`src/rtl/abs_diff_eval_pkg.sv`:
```
// Shared types and helpers for the absolute-difference error monitor.
package abs_diff_eval_pkg;

    // Run-level state of the monitor.
    typedef enum logic [1:0] {
        IDLE  = 2'd0,
        RUN   = 2'd1,
        DRAIN = 2'd2,
        DONE  = 2'd3
    } mon_state_e;

    // Error magnitude width: one bit wider than the wider of operand and
    // approximate-result widths so |approx - exact| never overflows.
    function automatic int err_width(input int w, input int ow);
        return ((w > ow) ? w : ow) + 1;
    endfunction

    // Exact |a-b| on 32-bit containers; callers zero-extend and truncate.
    function automatic logic [31:0] exact_abs_diff(input logic [31:0] a, input logic [31:0] b);
        return (a >= b) ? (a - b) : (b - a);
    endfunction

endpackage

```
`src/rtl/abs_err_stage.sv`:
```
// Registered first pipeline stage: computes the exact |a-b| and the error
// magnitude of the approximate result, carrying operands and a valid bit.
module abs_err_stage
    import abs_diff_eval_pkg::*;
#(
    parameter  int W  = 6,
    parameter  int OW = 6,
    localparam int E  = err_width(W, OW)
) (
    input  logic          clk,
    input  logic          rst,
    input  logic          in_fire,
    input  logic [W-1:0]  in_a,
    input  logic [W-1:0]  in_b,
    input  logic [OW-1:0] in_approx,
    output logic          s1_valid,
    output logic [W-1:0]  s1_a,
    output logic [W-1:0]  s1_b,
    output logic [E-1:0]  s1_err
);

    logic          valid_q, valid_d;
    logic [W-1:0]  a_q, a_d;
    logic [W-1:0]  b_q, b_d;
    logic [E-1:0]  err_q, err_d;
    logic [W-1:0]  exact_w;
    logic [E-1:0]  exact_e;
    logic [E-1:0]  approx_e;

    // Exact difference, error magnitude and next-state of the stage registers.
    always_comb begin
        exact_w  = W'(exact_abs_diff(32'(in_a), 32'(in_b)));
        exact_e  = E'(exact_w);
        approx_e = E'(in_approx);
        valid_d  = in_fire;
        a_d      = a_q;
        b_d      = b_q;
        err_d    = err_q;
        if (in_fire) begin
            a_d   = in_a;
            b_d   = in_b;
            err_d = (approx_e >= exact_e) ? (approx_e - exact_e) : (exact_e - approx_e);
        end
    end

    // Stage registers; reset flushes the sample so nothing partial survives.
    always_ff @(posedge clk) begin
        if (rst) begin
            valid_q <= 1'b0;
            a_q     <= '0;
            b_q     <= '0;
            err_q   <= '0;
        end else begin
            valid_q <= valid_d;
            a_q     <= a_d;
            b_q     <= b_d;
            err_q   <= err_d;
        end
    end

    assign s1_valid = valid_q;
    assign s1_a     = a_q;
    assign s1_b     = b_q;
    assign s1_err   = err_q;

endmodule

```
`src/rtl/abs_diff_err_monitor.sv`:
```
// Streaming error-metric collector: run FSM, handshake, and stage-2
// accumulators (counts, worst-case error with operands, saturating sum).
module abs_diff_err_monitor
    import abs_diff_eval_pkg::*;
#(
    parameter  int W     = 6,
    parameter  int OW    = 6,
    parameter  int CNT_W = 16,
    parameter  int SUM_W = 24,
    localparam int E     = err_width(W, OW)
) (
    input  logic             clk,
    input  logic             rst,
    input  logic             start,
    input  logic [CNT_W-1:0] n_samples,
    input  logic             in_valid,
    output logic             in_ready,
    input  logic [W-1:0]     in_a,
    input  logic [W-1:0]     in_b,
    input  logic [OW-1:0]    in_approx,
    output logic             busy,
    output logic             done,
    output logic [CNT_W-1:0] sample_cnt,
    output logic [CNT_W-1:0] err_cnt,
    output logic [E-1:0]     max_err,
    output logic [W-1:0]     wce_a,
    output logic [W-1:0]     wce_b,
    output logic [SUM_W-1:0] sum_err
);

    // Wide enough to hold sum + err without wrapping before the saturation test.
    localparam int               SW      = ((SUM_W > E) ? SUM_W : E) + 1;
    localparam logic [SUM_W-1:0] SUM_MAX = '1;

    mon_state_e       state_q, state_d;
    logic [CNT_W-1:0] n_q, n_d;
    logic [CNT_W-1:0] acc_q, acc_d;
    logic [CNT_W-1:0] sample_cnt_q, sample_cnt_d;
    logic [CNT_W-1:0] err_cnt_q, err_cnt_d;
    logic [E-1:0]     max_err_q, max_err_d;
    logic [W-1:0]     wce_a_q, wce_a_d;
    logic [W-1:0]     wce_b_q, wce_b_d;
    logic [SUM_W-1:0] sum_err_q, sum_err_d;
    logic             s2_valid_q, s2_valid_d;

    logic             fire;
    logic             start_ok;
    logic             s1_valid;
    logic [W-1:0]     s1_a;
    logic [W-1:0]     s1_b;
    logic [E-1:0]     s1_err;
    logic [SW-1:0]    sum_wide;

    // in_ready depends only on registered state, never on in_valid.
    assign in_ready = (state_q == RUN) && (acc_q < n_q);
    assign fire     = in_valid && in_ready;
    assign start_ok = start && ((state_q == IDLE) || (state_q == DONE));
    assign busy     = (state_q == RUN) || (state_q == DRAIN);
    assign done     = (state_q == DONE);

    abs_err_stage #(
        .W  (W),
        .OW (OW)
    ) u_stage1 (
        .clk       (clk),
        .rst       (rst),
        .in_fire   (fire),
        .in_a      (in_a),
        .in_b      (in_b),
        .in_approx (in_approx),
        .s1_valid  (s1_valid),
        .s1_a      (s1_a),
        .s1_b      (s1_b),
        .s1_err    (s1_err)
    );

    // Run FSM: launch, count accepted samples, drain both stages, hold results.
    always_comb begin
        state_d = state_q;
        n_d     = n_q;
        acc_d   = acc_q;
        case (state_q)
            IDLE, DONE: begin
                if (start) begin
                    n_d     = n_samples;
                    acc_d   = '0;
                    state_d = (n_samples == '0) ? DONE : RUN;
                end
            end
            RUN: begin
                if (fire) begin
                    acc_d = acc_q + CNT_W'(1);
                    if ((acc_q + CNT_W'(1)) == n_q) begin
                        state_d = DRAIN;
                    end
                end
            end
            DRAIN: begin
                if (!s1_valid && !s2_valid_q) begin
                    state_d = DONE;
                end
            end
            default: state_d = IDLE;
        endcase
    end

    // Stage-2 accumulators; a new run clears them before any sample arrives.
    always_comb begin
        sample_cnt_d = sample_cnt_q;
        err_cnt_d    = err_cnt_q;
        max_err_d    = max_err_q;
        wce_a_d      = wce_a_q;
        wce_b_d      = wce_b_q;
        sum_err_d    = sum_err_q;
        s2_valid_d   = s1_valid;
        sum_wide     = SW'(sum_err_q) + SW'(s1_err);
        if (start_ok) begin
            sample_cnt_d = '0;
            err_cnt_d    = '0;
            max_err_d    = '0;
            wce_a_d      = '0;
            wce_b_d      = '0;
            sum_err_d    = '0;
            s2_valid_d   = 1'b0;
        end else if (s1_valid) begin
            sample_cnt_d = sample_cnt_q + CNT_W'(1);
            if (s1_err != '0) begin
                err_cnt_d = err_cnt_q + CNT_W'(1);
            end
            sum_err_d = (sum_wide > SW'(SUM_MAX)) ? SUM_MAX : SUM_W'(sum_wide);
            // Strictly greater: on a tie the earlier sample's operands stay.
            if (s1_err > max_err_q) begin
                max_err_d = s1_err;
                wce_a_d   = s1_a;
                wce_b_d   = s1_b;
            end
        end
    end

    // State and metric registers.
    always_ff @(posedge clk) begin
        if (rst) begin
            state_q      <= IDLE;
            n_q          <= '0;
            acc_q        <= '0;
            sample_cnt_q <= '0;
            err_cnt_q    <= '0;
            max_err_q    <= '0;
            wce_a_q      <= '0;
            wce_b_q      <= '0;
            sum_err_q    <= '0;
            s2_valid_q   <= 1'b0;
        end else begin
            state_q      <= state_d;
            n_q          <= n_d;
            acc_q        <= acc_d;
            sample_cnt_q <= sample_cnt_d;
            err_cnt_q    <= err_cnt_d;
            max_err_q    <= max_err_d;
            wce_a_q      <= wce_a_d;
            wce_b_q      <= wce_b_d;
            sum_err_q    <= sum_err_d;
            s2_valid_q   <= s2_valid_d;
        end
    end

    assign sample_cnt = sample_cnt_q;
    assign err_cnt    = err_cnt_q;
    assign max_err    = max_err_q;
    assign wce_a      = wce_a_q;
    assign wce_b      = wce_b_q;
    assign sum_err    = sum_err_q;

endmodule

```
`config.mk`:
```
export PLATFORM = sky130hd
export DESIGN_NAME = abs_diff_err_monitor
export DESIGN_NICKNAME = d
export VERILOG_FILES = /design/src/rtl/abs_diff_eval_pkg.sv /design/src/rtl/abs_err_stage.sv /design/src/rtl/abs_diff_err_monitor.sv
export SDC_FILE = /design/constraint.sdc
export NUM_CORES = 1
export LEC_CHECK = 0
export BUFFER_PORTS_ARGS = -buffer_cell sky130_fd_sc_hd__clkbuf_2
export CORE_ASPECT_RATIO = 0.5
export CORE_MARGIN = 1.5
export CORE_UTILIZATION = 40
export CTS_CLUSTER_SIZE = 40
export DETAILED_ROUTE_END_ITERATION = 8
export SYNTH_ARGS = -nofsm -noshare
export SYNTH_HDL_FRONTEND = slang
export SYNTH_SLANG_ARGS = --single-unit
```
`constraint.sdc`:
```
create_clock -name clk -period 3.8 [get_ports clk]
set_input_delay 0 -clock clk [delete_from_list [all_inputs] [get_ports clk]]
set_output_delay 0 -clock clk [all_outputs]
set_load 0.005 [all_outputs]
```
After elaboration in Yosys (flattened, before gate mapping):

Cells that the tools add are included.
Widths: inputs -> output; s select.

* bits in registers: 130
* input port bits: 38
* output and inout port bits: 78
* word-level logic and storage cells: 66

* add/sub/neg operators: 8
* order comparisons: 5
* equal/unequal tests: 8
* muxes and demuxes: 12
* reduce and logical (&&, ||, !) cells: 19

Operator list (count)
* $add 16x1->16 const B: 3
* $mux 16: 2
* $pmux 16 s2: 1
* $add 24x7->25: 1
* $gt 25x24->1 const B: 1
* $mux 24: 1
* $eq 16x16->1: 1
* $logic_not 16->1: 1
* $lt 16x16->1: 1
* $sub 6x6->7: 2
* $ge 6x6->1: 2
* $sub 6x6->6: 2
* $mux 2: 5
* $gt 7x7->1: 1
* $mux 7: 1
* $reduce_bool 7->1: 1
* $mux 6: 1
* $ne 2x1->1 const B: 3
* $pmux 2 s3: 1
* $reduce_and 2->1: 3
* $eq 2x2->1 const B: 2
* $logic_and 1x1->1: 4
* $reduce_and 4->1: 1
* $reduce_or 2->1: 2
* other kinds (7): 9

Depth between registers and ports, before layout:

* word-level depth: 5
* gate-level depth with buffers: 19
* mapped depth without buffers: 19

Hierarchy:

Synthesis repeated with hierarchy kept, for this count alone.

* cells, all modules: 935
* area, all modules: 7734.9 µm²

Modules (own cells, without submodules)
* abs_diff_err_monitor: times used 1, cells each 728, area each 6002.0 µm², sequential area each 2202.1 µm²
* abs_err_stage: times used 1, cells each 207, area each 1732.9 µm², sequential area each 400.4 µm²

Least setup slack after synthesis:

OpenSTA, ideal clock, no wires.

* path type: input-to-reg
* from: in in_a[0]
* to: reg u_stage1.err_q[4] (netlist: u_stage1.s1_err[4])
* setup time: 0.122 ns
* arrival time: 3.693 ns
* data required time: 3.678 ns
* slack: -0.015 ns
* stages on the path: 18
* path buffers: 0
* path through: inv_1 > ha_1 > inv_1 > fa_1 > a21o_1 > a21oi_1 > a311oi_4 > mux2i_1 > a221o_1 > xor2_1 > ha_1 > a21o_1 > a21oi_1 > o21ai_0 > a21oi_2 > mux2i_1 > a2111oi_0 > a311o_1

* longest elaborated chain between the ends: 4
* elaborated cells on any way between the ends: 8
* classes of those cells: add/sub: 4; order compare: 2; mux: 2

Ends and longest elaborated chain
* start: declaration: RTL line abs_diff_err_monitor.sv:18 `input logic [W-1:0] in_a,`
* $sub 6x6->6 / $ge 6x6->1 (equally long branches): RTL line abs_diff_eval_pkg.sv:20 `return (a >= b) ? (a - b) : (b - a);`
* $mux 6 *: RTL line abs_diff_eval_pkg.sv:20
* $sub 6x6->7 / $ge 6x6->1 (equally long branches): RTL line abs_err_stage.sv:42 `err_d = (approx_e >= exact_e) ? (approx_e - exact_e) : (exact_e - approx_e);`
* $mux 7 *: RTL line abs_err_stage.sv:42
* end signal: assignment: RTL line abs_err_stage.sv:57 `err_q <= err_d;`
* end: declaration: RTL line abs_err_stage.sv:25 `logic [E-1:0] err_q, err_d;`

Mark *: on every way between the ends. The rest lies on a longest branch, timed or not.
A chain may end at the register's enable or synchronous reset.

Worst setup path after layout:

* from: in in_b[3]
* to: reg u_stage1.err_q[4] (netlist: u_stage1.s1_err[4])

* longest elaborated chain between the ends: 4
* elaborated cells on any way between the ends: 8
* classes of those cells: add/sub: 4; order compare: 2; mux: 2

Ends and longest elaborated chain
* start: declaration: RTL line abs_diff_err_monitor.sv:19 `input logic [W-1:0] in_b,`
* $sub 6x6->6 / $ge 6x6->1 (equally long branches): RTL line abs_diff_eval_pkg.sv:20
* $mux 6 *: RTL line abs_diff_eval_pkg.sv:20
* $sub 6x6->7 / $ge 6x6->1 (equally long branches): RTL line abs_err_stage.sv:42
* $mux 7 *: RTL line abs_err_stage.sv:42

Marks and branches as above.

==> flow_summary.json <==
{
  "status": "complete, no violations",
  "fillers": 1822,
  "fmax_ghz": 0.273,
  "ctsHtreeMaxLevel": 4,
  "avgSynthCellArea_um2": 8.17,
  "required_ns": 4.10,
  "grt.overflow.total": 0,
  "dr.pass1.iters": 5,
  "ys_types": 66,
  "track_usage": 0.200,
  "numPortBuffers": 115,
  "slew_violations": 0,
  "path_max_fanout": 5,
  "grt_max_degree": 55,
  "antenna_found_initial": 0,
  "switching_share": 0.354,
  "wl_mm": 19.4,
  "syn_to_final_growth_pct": 23.8,
  "fin_skew_ns": 0.00659,
  "clockBufferDepth": 2,
  "drcViolationCount": 0,
  "die_h_um": 101,
  "p_int_uw": 3090,
  "start_util": 0.412,
  "worst_slew_pin_slew_ns": 0.772,
  "combPwrFrac": 0.327,
  "arrival_ns": 3.96,
  "final_util": 0.511,
  "n_antenna_cell": 0,
  "finalWeightedCongestion": 0.853,
  "design_area_um2": 9480,
  "worstSetupEndpointType": "flip-flop",
  "io_pins": 116,
  "synth_top_area_share": 0.340,
  "fin_crit_sh": 0.963,
  "clock_latency_ns": 0.42,
  "ant_nets": 0,
  "grt_pass1_vias": 6543,
  "critPathKind": "primary input to flip-flop",
  "setup_viol": 0,
  "tns_ns": 0,
  "syn_area_um2": 7650,
  "clock-sinks": 130,
  "synth_top_cell_by_area": "dfxtp_1",
  "dpl.hpwl_mm": 14.1,
  "routed_via_density": 5.20,
  "cts_buffers": 17,
  "dpl_cell_area_um2": 8580,
  "dieArea_um2": 20000,
  "initialDrtViolationCount": 485,
  "synthCells": 937,
  "whs_ns": 0.0208,
  "hp-class": "primary input to flip-flop",
  "synth_warnings": 0,
  "cts-root-buf": "clkbuf_16",
  "rows": 35,
  "cts_tree": "done",
  "p_total_uw": 4780,
  "power_density_nw_per_um2": 504,
  "yosysSeqAreaShare": 0.340,
  "die_w_um": 199,
  "synth_nets": 1040,
  "grt_pass1_wl_mm": 31.9,
  "vdd_drop_max_mv": 0.330,
  "p_sw_uw": 1690,
  "synth-seq-cells": 130,
  "p_leak_uw": 0.00389,
  "yosys-top-cells-area": "dfxtp_1, ha_1, nand2_1",
  "nets": 1182,
  "clockPowerShare": 0.338,
  "crit_path_start_kind": "primary input",
  "routedWlPerCell_um": 14.4,
  "finalCriticalPeriod_ns": 3.66,
  "core_area_um2": 18600,
  "synthFlopType": "dfxtp_1",
  "power_frac_seq": 0.336,
  "num_vias": 7019,
  "clk_pin_slew_ns": 0.06,
  "relSlewSlack": 0.484,
  "synth-edff-count": 0,
  "post_cts_buffers": 0,
  "final_hold_viol_count": 0,
  "drv_cap": 0,
  "synthArstFlopShare": 0,
  "layout-drive-gt1-share": 0.174
}
==> synthesized netlist by cell type, types with 9 or more instances <==
| master | number |
|---|---|
| a21oi_1 | 72 |
| a31oi_1 | 17 |
| and3_1 | 16 |
| buf_2 | 10 |
| clkbuf_1 | 28 |
| dfxtp_1 | 130 |
| ha_1 | 60 |
| inv_1 | 68 |
| mux2i_1 | 34 |
| nand2_1 | 116 |
| nand2b_1 | 12 |
| nand3_1 | 24 |
| nand3b_1 | 9 |
| nand4_1 | 14 |
| nor2_1 | 88 |
| nor3_1 | 24 |
| nor4_1 | 9 |
| o21ai_0 | 34 |
| xnor2_1 | 30 |
| xor2_1 | 29 |
==> metrics by stage <==
step / worst slack, ns / std cells
after global routing: -0.0346 / 1350
after detailed placement: -0.0230 / 1293
after CTS: 0.0383 / 1350
final: 0.139 / 1350
after floorplan: 0.0748 / 937
after global placement: 0.0671 / 1293
==> power by group through the flow <==
stage | combinational, µW | clock (µW) | sequential (µW)
4_1_cts | 1510 | 1650 | 1610
5_1_grt | 1750 | 1710 | 1620
3_3_place_gp | 1460 | 0 | 1630
6_report | 1560 | 1610 | 1600
3_5_place_dp | 1480 | 0 | 1640
2_1_floorplan | 1080 | 0 | 1590
==> layout by cell type (no fill, tap or decap), types with 26 or more instances in the layout <==
master         Yosys  layout
inv_1             68      68
a21oi_1           72      68
xor2_1            29      29
mux2i_1           34      31
nor2_1            88      87
clkbuf_2           0     115
xnor2_1           30      30
dlygate4sd3_1      0      26
o21ai_0           34      33
ha_1              60      59
nand2_1          116     116
dfxtp_1          130     130
==> kinds of logic (layout without fill, tap and decap cells) <==
kind of cell / after synthesis / after routing / share of synthesized area
buffers and inverters: 107 / 261 / 0.0541
DFF: 130 / 130 / 0.340
xor gates and xnor gates: 59 / 59 / 0.0675
adders and majority gates: 65 / 65 / 0.111
muxes: 36 / 36 / 0.0474
AOI/OAI and AO/OA: 186 / 186 / 0.154
and+or+nand+nor: 354 / 354 / 0.226
==> path summary, 6_finish.rpt <==
kind	from	to	slack [ns]	cells after the start
worst min-delay path	in_b[4]	u_stage1.s1_b[4]	0.02	5
worst max-delay path	in_b[3]	u_stage1.s1_err[4]	0.14	17
worst min register to register	wce_a[1]	wce_a[1]	0.46	2
worst max register to register	acc_q[13]	u_stage1.s1_err[2]	0.83	9
==> metal layers <==
| metal | track usage | vias to the layer above | part of all wire |
|---|---|---|---|
| met3 | 0.0412 | 20 | 0.045 |
| met2 | 0.320 | 145 | 0.44 |
| li1 | - | 3567 | - |
| met4 | 0.0635 | 0 | 0.013 |
| met1 | 0.272 | 3287 | 0.50 |
| met5 | 0 | - | 0 |
==> repair_timing <==
| action | CTS | global route |
|---|---|---|
| endpoints found under the hold margin | 28 | 0 |
| resized for setup | 0 | 13 |
| hold buffers | 26 | 0 |
| endpoints found under the setup margin | 0 | 6 |
==> area by class of cell <==
cell class / instances / area [µm²] / area share
Clock buffer: 19 / 443 / 0.0467
Clock inverter: 12 / 135 / 0.0143
Inverter: 68 / 255 / 0.0269
Multi-Input combinational cell: 700 / 4720 / 0.498
Sequential cell: 130 / 2600 / 0.275
Tap cell: 259 / 324 / 0.0342
Timing Repair Buffer: 162 / 1000 / 0.106
==> worst max-delay path, stage by stage <==
cell           delay [ns]
dlygate4sd3_1        0.55
clkbuf_2             0.12
ha_1                 0.39
nand4_1              0.19
a311oi_4             0.33
buf_6                0.17
nor2_1               0.04
a221o_1              0.30
xor2_1               0.17
ha_1                 0.32
a21o_1               0.17
a21oi_2              0.16
o21ai_2              0.11
a21oi_4              0.23
mux2i_2              0.28
a2111oi_2            0.10
a311o_1              0.33
==> state kept, by name, summed over array words and instances, names as in the netlist <==
name / flops
acc_q: 16
s2_valid_q: 1
u_stage1.s1_err: 7
err_cnt: 16
max_err: 7
u_stage1.s1_a: 6
state_q: 2
u_stage1.s1_valid: 1
sample_cnt: 16
sum_err: 24
wce_b: 6
u_stage1.s1_b: 6
n_q: 16
wce_a: 6
Power figures use the tool's default switching activity.
